## config.mk

```make
export PLATFORM = sky130hd
export DESIGN_NAME = alu_arbiter
export DESIGN_NICKNAME = d
export VERILOG_FILES = /design/src/rtl/alu_arbiter_pkg.sv /design/src/rtl/alu_arbiter_rsp.sv /design/src/rtl/alu_arbiter.sv
export SDC_FILE = /design/constraint.sdc
export NUM_CORES = 1
export LEC_CHECK = 0
export CAP_MARGIN = 20
export CORE_MARGIN = 4
export CORE_UTILIZATION = 25
export DETAILED_ROUTE_END_ITERATION = 16
export PLACE_DENSITY = 0.7
export SLEW_MARGIN = 30
export SYNTH_ARGS = -nofsm -noshare
export SYNTH_HDL_FRONTEND = slang
export SYNTH_SLANG_ARGS = --single-unit
```

## constraint.sdc

```tcl
create_clock -name clk -period 4.4 [get_ports clk]
set_clock_uncertainty 0.15 [all_clocks]
set_input_delay 0.88 -clock clk [delete_from_list [all_inputs] [get_ports clk]]
set_output_delay 0.88 -clock clk [all_outputs]
set_load 0.02 [all_outputs]
```

## src/rtl/alu_arbiter_pkg.sv

```systemverilog
// Shared constants and helpers for the two-port ALU arbiter.
// Opcode encodings match the shared ALU.
package alu_arbiter_pkg;

    localparam logic [3:0] ALUADD  = 4'd0;
    localparam logic [3:0] ALUSUB  = 4'd1;
    localparam logic [3:0] ALUAND  = 4'd2;
    localparam logic [3:0] ALUOR   = 4'd3;
    localparam logic [3:0] ALUXOR  = 4'd4;
    localparam logic [3:0] ALUSLT  = 4'd5;
    localparam logic [3:0] ALUSLTU = 4'd6;
    localparam logic [3:0] ALUSLL  = 4'd7;
    localparam logic [3:0] ALUSRL  = 4'd8;
    localparam logic [3:0] ALUSRA  = 4'd9;

    localparam logic ARB_REQ0     = 1'b0;
    localparam logic ARB_REQ1     = 1'b1;
    localparam logic ARB_RST_LAST = ARB_REQ1;

    typedef struct packed {
        logic vld;
        logic idx;
    } grant_t;

    // Round-robin pick: on a tie the requester that did not win last time goes.
    function automatic grant_t pick_grant(
        input logic e0,
        input logic e1,
        input logic last
    );
        grant_t g;
        g.vld = e0 | e1;
        if (e0 && e1) begin
            g.idx = ~last;
        end else if (e1) begin
            g.idx = ARB_REQ1;
        end else begin
            g.idx = ARB_REQ0;
        end
        return g;
    endfunction

endpackage

```

## src/rtl/alu_arbiter_rsp.sv

```systemverilog
// One-entry registered response buffer with valid/ready drain.
// A slot can be drained and reloaded in the same cycle.
module alu_rsp_slot
    import alu_arbiter_pkg::*;
#(
    parameter int VAR_WIDTH = 32
) (
    input  logic                 clk,
    input  logic                 rst,
    input  logic                 load,
    input  logic [VAR_WIDTH-1:0] load_data,
    output logic                 valid,
    output logic [VAR_WIDTH-1:0] data,
    input  logic                 ready,
    output logic                 free
);

    logic                 valid_q, valid_d;
    logic [VAR_WIDTH-1:0] data_q, data_d;

    assign free  = ~valid_q | ready;
    assign valid = valid_q;
    assign data  = data_q;

    always_comb begin
        valid_d = valid_q;
        data_d  = data_q;
        if (load) begin
            valid_d = 1'b1;
            data_d  = load_data;
        end else if (valid_q && ready) begin
            valid_d = 1'b0;
        end
    end

    always_ff @(posedge clk) begin
        if (rst) begin
            valid_q <= 1'b0;
            data_q  <= '0;
        end else begin
            valid_q <= valid_d;
            data_q  <= data_d;
        end
    end

endmodule

```

## src/rtl/alu_arbiter.sv

```systemverilog
// Round-robin arbiter sharing one combinational ALU between two
// requesters, with a registered one-entry response slot per requester.
module alu_arbiter
    import alu_arbiter_pkg::*;
#(
    parameter int VAR_WIDTH = 32,
    parameter int OP_WIDTH  = 4
) (
    input  logic                 clk,
    input  logic                 rst,
    input  logic                 req0_valid,
    output logic                 req0_ready,
    input  logic [OP_WIDTH-1:0]  req0_opcode,
    input  logic [VAR_WIDTH-1:0] req0_a,
    input  logic [VAR_WIDTH-1:0] req0_b,
    input  logic                 req1_valid,
    output logic                 req1_ready,
    input  logic [OP_WIDTH-1:0]  req1_opcode,
    input  logic [VAR_WIDTH-1:0] req1_a,
    input  logic [VAR_WIDTH-1:0] req1_b,
    output logic                 rsp0_valid,
    output logic [VAR_WIDTH-1:0] rsp0_data,
    input  logic                 rsp0_ready,
    output logic                 rsp1_valid,
    output logic [VAR_WIDTH-1:0] rsp1_data,
    input  logic                 rsp1_ready,
    output logic [OP_WIDTH-1:0]  alu_opcode,
    output logic [VAR_WIDTH-1:0] alu_a,
    output logic [VAR_WIDTH-1:0] alu_b,
    input  logic [VAR_WIDTH-1:0] alu_out
);

    logic   free0, free1;
    logic   elig0, elig1;
    grant_t gnt;
    logic   last_grant_q, last_grant_d;

    // Nothing is accepted while reset is held.
    assign elig0 = req0_valid & free0 & ~rst;
    assign elig1 = req1_valid & free1 & ~rst;

    always_comb begin
        gnt = pick_grant(elig0, elig1, last_grant_q);
    end

    assign req0_ready = gnt.vld & (gnt.idx == ARB_REQ0);
    assign req1_ready = gnt.vld & (gnt.idx == ARB_REQ1);

    always_comb begin
        alu_opcode = '0;
        alu_a      = '0;
        alu_b      = '0;
        if (req1_ready) begin
            alu_opcode = req1_opcode;
            alu_a      = req1_a;
            alu_b      = req1_b;
        end else if (req0_ready) begin
            alu_opcode = req0_opcode;
            alu_a      = req0_a;
            alu_b      = req0_b;
        end
    end

    always_comb begin
        last_grant_d = last_grant_q;
        if (gnt.vld) begin
            last_grant_d = gnt.idx;
        end
    end

    always_ff @(posedge clk) begin
        if (rst) begin
            last_grant_q <= ARB_RST_LAST;
        end else begin
            last_grant_q <= last_grant_d;
        end
    end

    alu_rsp_slot #(
        .VAR_WIDTH(VAR_WIDTH)
    ) u_slot0 (
        .clk      (clk),
        .rst      (rst),
        .load     (req0_ready),
        .load_data(alu_out),
        .valid    (rsp0_valid),
        .data     (rsp0_data),
        .ready    (rsp0_ready),
        .free     (free0)
    );

    alu_rsp_slot #(
        .VAR_WIDTH(VAR_WIDTH)
    ) u_slot1 (
        .clk      (clk),
        .rst      (rst),
        .load     (req1_ready),
        .load_data(alu_out),
        .valid    (rsp1_valid),
        .data     (rsp1_data),
        .ready    (rsp1_ready),
        .free     (free1)
    );

endmodule

```

==> metrics.log <==
[metrics] outcome: completed
[metrics] grt total ovfl: 0
[metrics] Crit Path Category: input pin to output port
[metrics] worst path arrival time: slightly above 3 ns
[metrics] total number of clock tree sinks: 67
[metrics] Fin Hold WS: ~0.30 ns
[metrics] buffers inserted by post-CTS timing repair: 0
[metrics] antenna-violating nets left: 0
[metrics] internal power contribution: roughly 1.4 mW
[metrics] number of buffers inserted by port buffering: roughly 310
[metrics] clk buf depth: 2
[metrics] clock group share of total power: 34.5%
[metrics] Overall Global Routing Usage: a little over a fifth
[metrics] leakage power: between 2 and 3 nW
[metrics] number of standard cells after synthesis: 462
[metrics] Critical Path Sink: alu_b[20]
[metrics] clk_lat worst skew: approximately 0.32 ns
[metrics] RSZ-0062 raised after global routing: no
[metrics] final layout net count: 922
[metrics] final weighted congestion in routability-driven placement: a little over 0.9
[metrics] number of H-tree levels: 3
[metrics] power spent charging and discharging nets: a little under 0.6 mW
[metrics] largest net degree at the start of global routing: 97
[metrics] number of core rows: 42
[metrics] Post-Syn Area per Cell: between 7 and 8 um2
[metrics] worst slew slack as a fraction of its limit: 52.0%
[metrics] setup slack at placement: 0.322 ns
[metrics] placed inst area: between 0.006 and 0.007 mm2
[metrics] final slew viol count: 0
[metrics] area of the die: around 0.016 mm2
[metrics] Std-Cell Core Area: ~0.013 mm2
[metrics] Clock Tree Root: sky130_fd_sc_hd__clkbuf_16
[metrics] minimum clock period after layout: roughly 4.1 ns
[metrics] setup slack on the worst flop-to-flop path: roughly 2.5 ns
[metrics] Yosys Warn Count: 0
[metrics] die height: between 100 and 150 um
[metrics] #FFs+latches synth: 67
[metrics] via density per instance: a little under 5
[metrics] critical-path maximum fanout: between 60 and 70
[metrics] power per unit of standard cell area: a little under 300 mW/mm2
[metrics] sequential area share after synthesis: about two fifths
[metrics] fraction of layout cells with a size suffix above 1: 5.71%
[metrics] Req. time, crit path: 3.37 ns
[metrics] Final HPWL DP: approximately 13000 um
[metrics] R2R Path End: u_slot0.data[15]
[metrics] number of cells on the worst reg-to-reg path: 5
[metrics] number of iterations in the first detailed-routing pass: 5
[metrics] kind of launch point of the worst setup path: input pin
[metrics] most common cell after layout, fill and taps aside: sky130_fd_sc_hd__clkdlybuf4s50_1
[metrics] hold buffer count at CTS: 0
[metrics] violation count after the first detailed-route iteration: 261
[metrics] CTS clk-pin slew, worst paths: roughly 0.050 ns
[metrics] VDD IR max: around 170 uV
[metrics] highest clock frequency the design can meet: approximately 0.25 GHz
[metrics] via count of the first global-routing pass: approximately 4700
[metrics] area of all placed cells without fillers: 0.00693 mm2
[metrics] worst min-delay path category: flip-flop to flip-flop
[metrics] final setup fails: 0
[metrics] Flop pwr share: approximately 33%
[metrics] first-pass GRT wire length: 26100 um
[metrics] number of gates resized after cts: 0
[metrics] proportion of total power due to net switching: between 20% and 30%
[metrics] via total after detailed routing: 4628
[metrics] max-cap viol count: 0
[metrics] commonest cells after routing, fill and taps aside: 304 x sky130_fd_sc_hd__clkdlybuf4s50_1, 70 x sky130_fd_sc_hd__nor2_1, 68 x sky130_fd_sc_hd__nand2_1, 68 x sky130_fd_sc_hd__a22oi_1, 67 x sky130_fd_sc_hd__dfxtp_1
[metrics] number of antenna violations at the first check in global routing: 4
[metrics] area of combinational cells with multiple inputs: between 0.0015 and 0.002 mm2
[metrics] Critical path origin: req1_valid
[metrics] min setup slack post-route: about 0.35 ns
[metrics] Starting Density: 25.7%
[metrics] number of buffers inserted during clock tree synthesis: 9
[metrics] average wire per standard cell: 18.3 um
[metrics] proportion of power drawn by combinational gates: 33.0%
[metrics] Worst-Margin Slew: ~0.72 ns
[metrics] detailed-route wire length: around 17000 um
[metrics] layout-stage area growth over the synthesis result: 103%
[metrics] number of placed instances with taps included: approximately 910
[metrics] count of endpoints failing hold in the final timing report: 0
[metrics] setup TNS: 0 ns
[metrics] combined area of all synthesized cells: around 0.0034 mm2
[metrics] number of DRC violations after detailed routing: 0
[metrics] ratio of final minimum period to clock period: slightly above 90%
[metrics] number of distinct standard cells referenced by the synthesized netlist: 23
[metrics] net count of the mapped netlist: about 640
[metrics] startpoint of the lowest-slack register-to-register path: u_slot1.valid
[metrics] Ports: between 300 and 400
[metrics] kind of end point of the critical path: output port
[metrics] Reg area: approximately 0.0013 mm2
[metrics] x dimension of the die: about 120 um
[metrics] fill cell total of the finished layout: between 1000 and 1500
[metrics] number of standard cells in the final layout excluding fillers: 933
[metrics] CTS tree: built
power by group through the flow:
stage               combinational [mW]  sequential, mW  clock [mW]
CTS                              0.678           0.661       0.713
global route                     0.720           0.665       0.746
detailed placement               0.672           0.674           0
finish                           0.672           0.661       0.701
floorplan                        0.262           0.713           0
global placement                 0.669           0.672           0
Yosys cell counts:
cell type                   n  area (um2)
sky130_fd_sc_hd__dfxtp_1   67        1340
sky130_fd_sc_hd__and2b_4    1        10.0
sky130_fd_sc_hd__o21ai_0   32         160
sky130_fd_sc_hd__a211oi_4   1        20.0
sky130_fd_sc_hd__o211ai_2   1        12.5
sky130_fd_sc_hd__buf_2     14        70.1
sky130_fd_sc_hd__a22oi_1   68         510
sky130_fd_sc_hd__buf_6      9         101
sky130_fd_sc_hd__nand3_1   32         160
sky130_fd_sc_hd__buf_1      1        3.75
sky130_fd_sc_hd__a21oi_1   65         325
sky130_fd_sc_hd__o22ai_1    1        6.26
sky130_fd_sc_hd__buf_4      5        37.5
sky130_fd_sc_hd__inv_1      1        3.75
sky130_fd_sc_hd__a21oi_2    1        8.76
sky130_fd_sc_hd__nand2_1   68         255
sky130_fd_sc_hd__o211a_1    1        10.0
sky130_fd_sc_hd__a21o_2     1        8.76
sky130_fd_sc_hd__nand2b_1   1        6.26
sky130_fd_sc_hd__nor2_1    71         267
sky130_fd_sc_hd__clkbuf_1  19        71.3
sky130_fd_sc_hd__nor2b_4    1        13.8
sky130_fd_sc_hd__nand2b_4   1        13.8
registers in the layout (all words and copies together), names as in the netlist:
name and flops:
u_slot0.data 32, last_grant_q 1, u_slot1.valid 1, u_slot0.valid 1, u_slot1.data 32
worst min path at each step:
stage | from | end | slack (ns) | cells past startpoint
6_report | u_slot1.data[17] | u_slot1.data[17] | 0.30 | 2
2_1_floorplan | last_grant_q | last_grant_q | 0.32 | 2
4_1_cts | u_slot1.data[17] | u_slot1.data[17] | 0.30 | 2
3_5_place_dp | u_slot1.data[17] | u_slot1.data[17] | 0.30 | 2
3_3_place_gp | u_slot1.data[17] | u_slot1.data[17] | 0.29 | 2
5_1_grt | u_slot1.data[1] | u_slot1.data[1] | 0.33 | 2
per-layer routing:
metal  wire, um  up-vias  global-route usage, %
li1           -     2202                      -
met1       6480     2164                   22.8
met2       8880      230                   37.8
met3       1270       32                   6.39
met4        476        0                   8.35
met5          0        -                      0
stage by stage:
step	util [%]	power, mW
after floorplan	-	0.976
after global placement	49.8	1.34
after CTS	52.0	2.05
after detailed placement	49.8	1.35
final	52.1	2.03
after global routing	52.1	2.13
cell families (layout without fill, tap and decap cells):
logic type      Yosys count  count (layout)  synth area share, %
compound gates          171             171                 31.1
buf+inv                  49             340                 8.42
flops                    67              67                 39.3
other cells               0               4                    0
simple gates            175             175                 21.2
worst max-delay path, stage by stage:
cell	delay (ns)
sky130_fd_sc_hd__clkdlybuf4s50_1	0.46
sky130_fd_sc_hd__nor2b_4	0.17
sky130_fd_sc_hd__a211oi_4	0.27
sky130_fd_sc_hd__buf_12	0.30
sky130_fd_sc_hd__a22oi_1	0.13
sky130_fd_sc_hd__nor2_1	0.15
sky130_fd_sc_hd__clkdlybuf4s50_1	0.64
area by class of cell:
class / count / share of cell area [%]
clock buffers: 11 / 3.50
diodes: 4 / 0.144
inverters: 1 / 0.0541
multi-input cells: 346 / 25.9
clock inverters: 5 / 0.758
well taps: 176 / 3.18
flip-flops and latches: 67 / 19.3
repair buffers: 323 / 47.1
(Power assumes the default switching activity.)
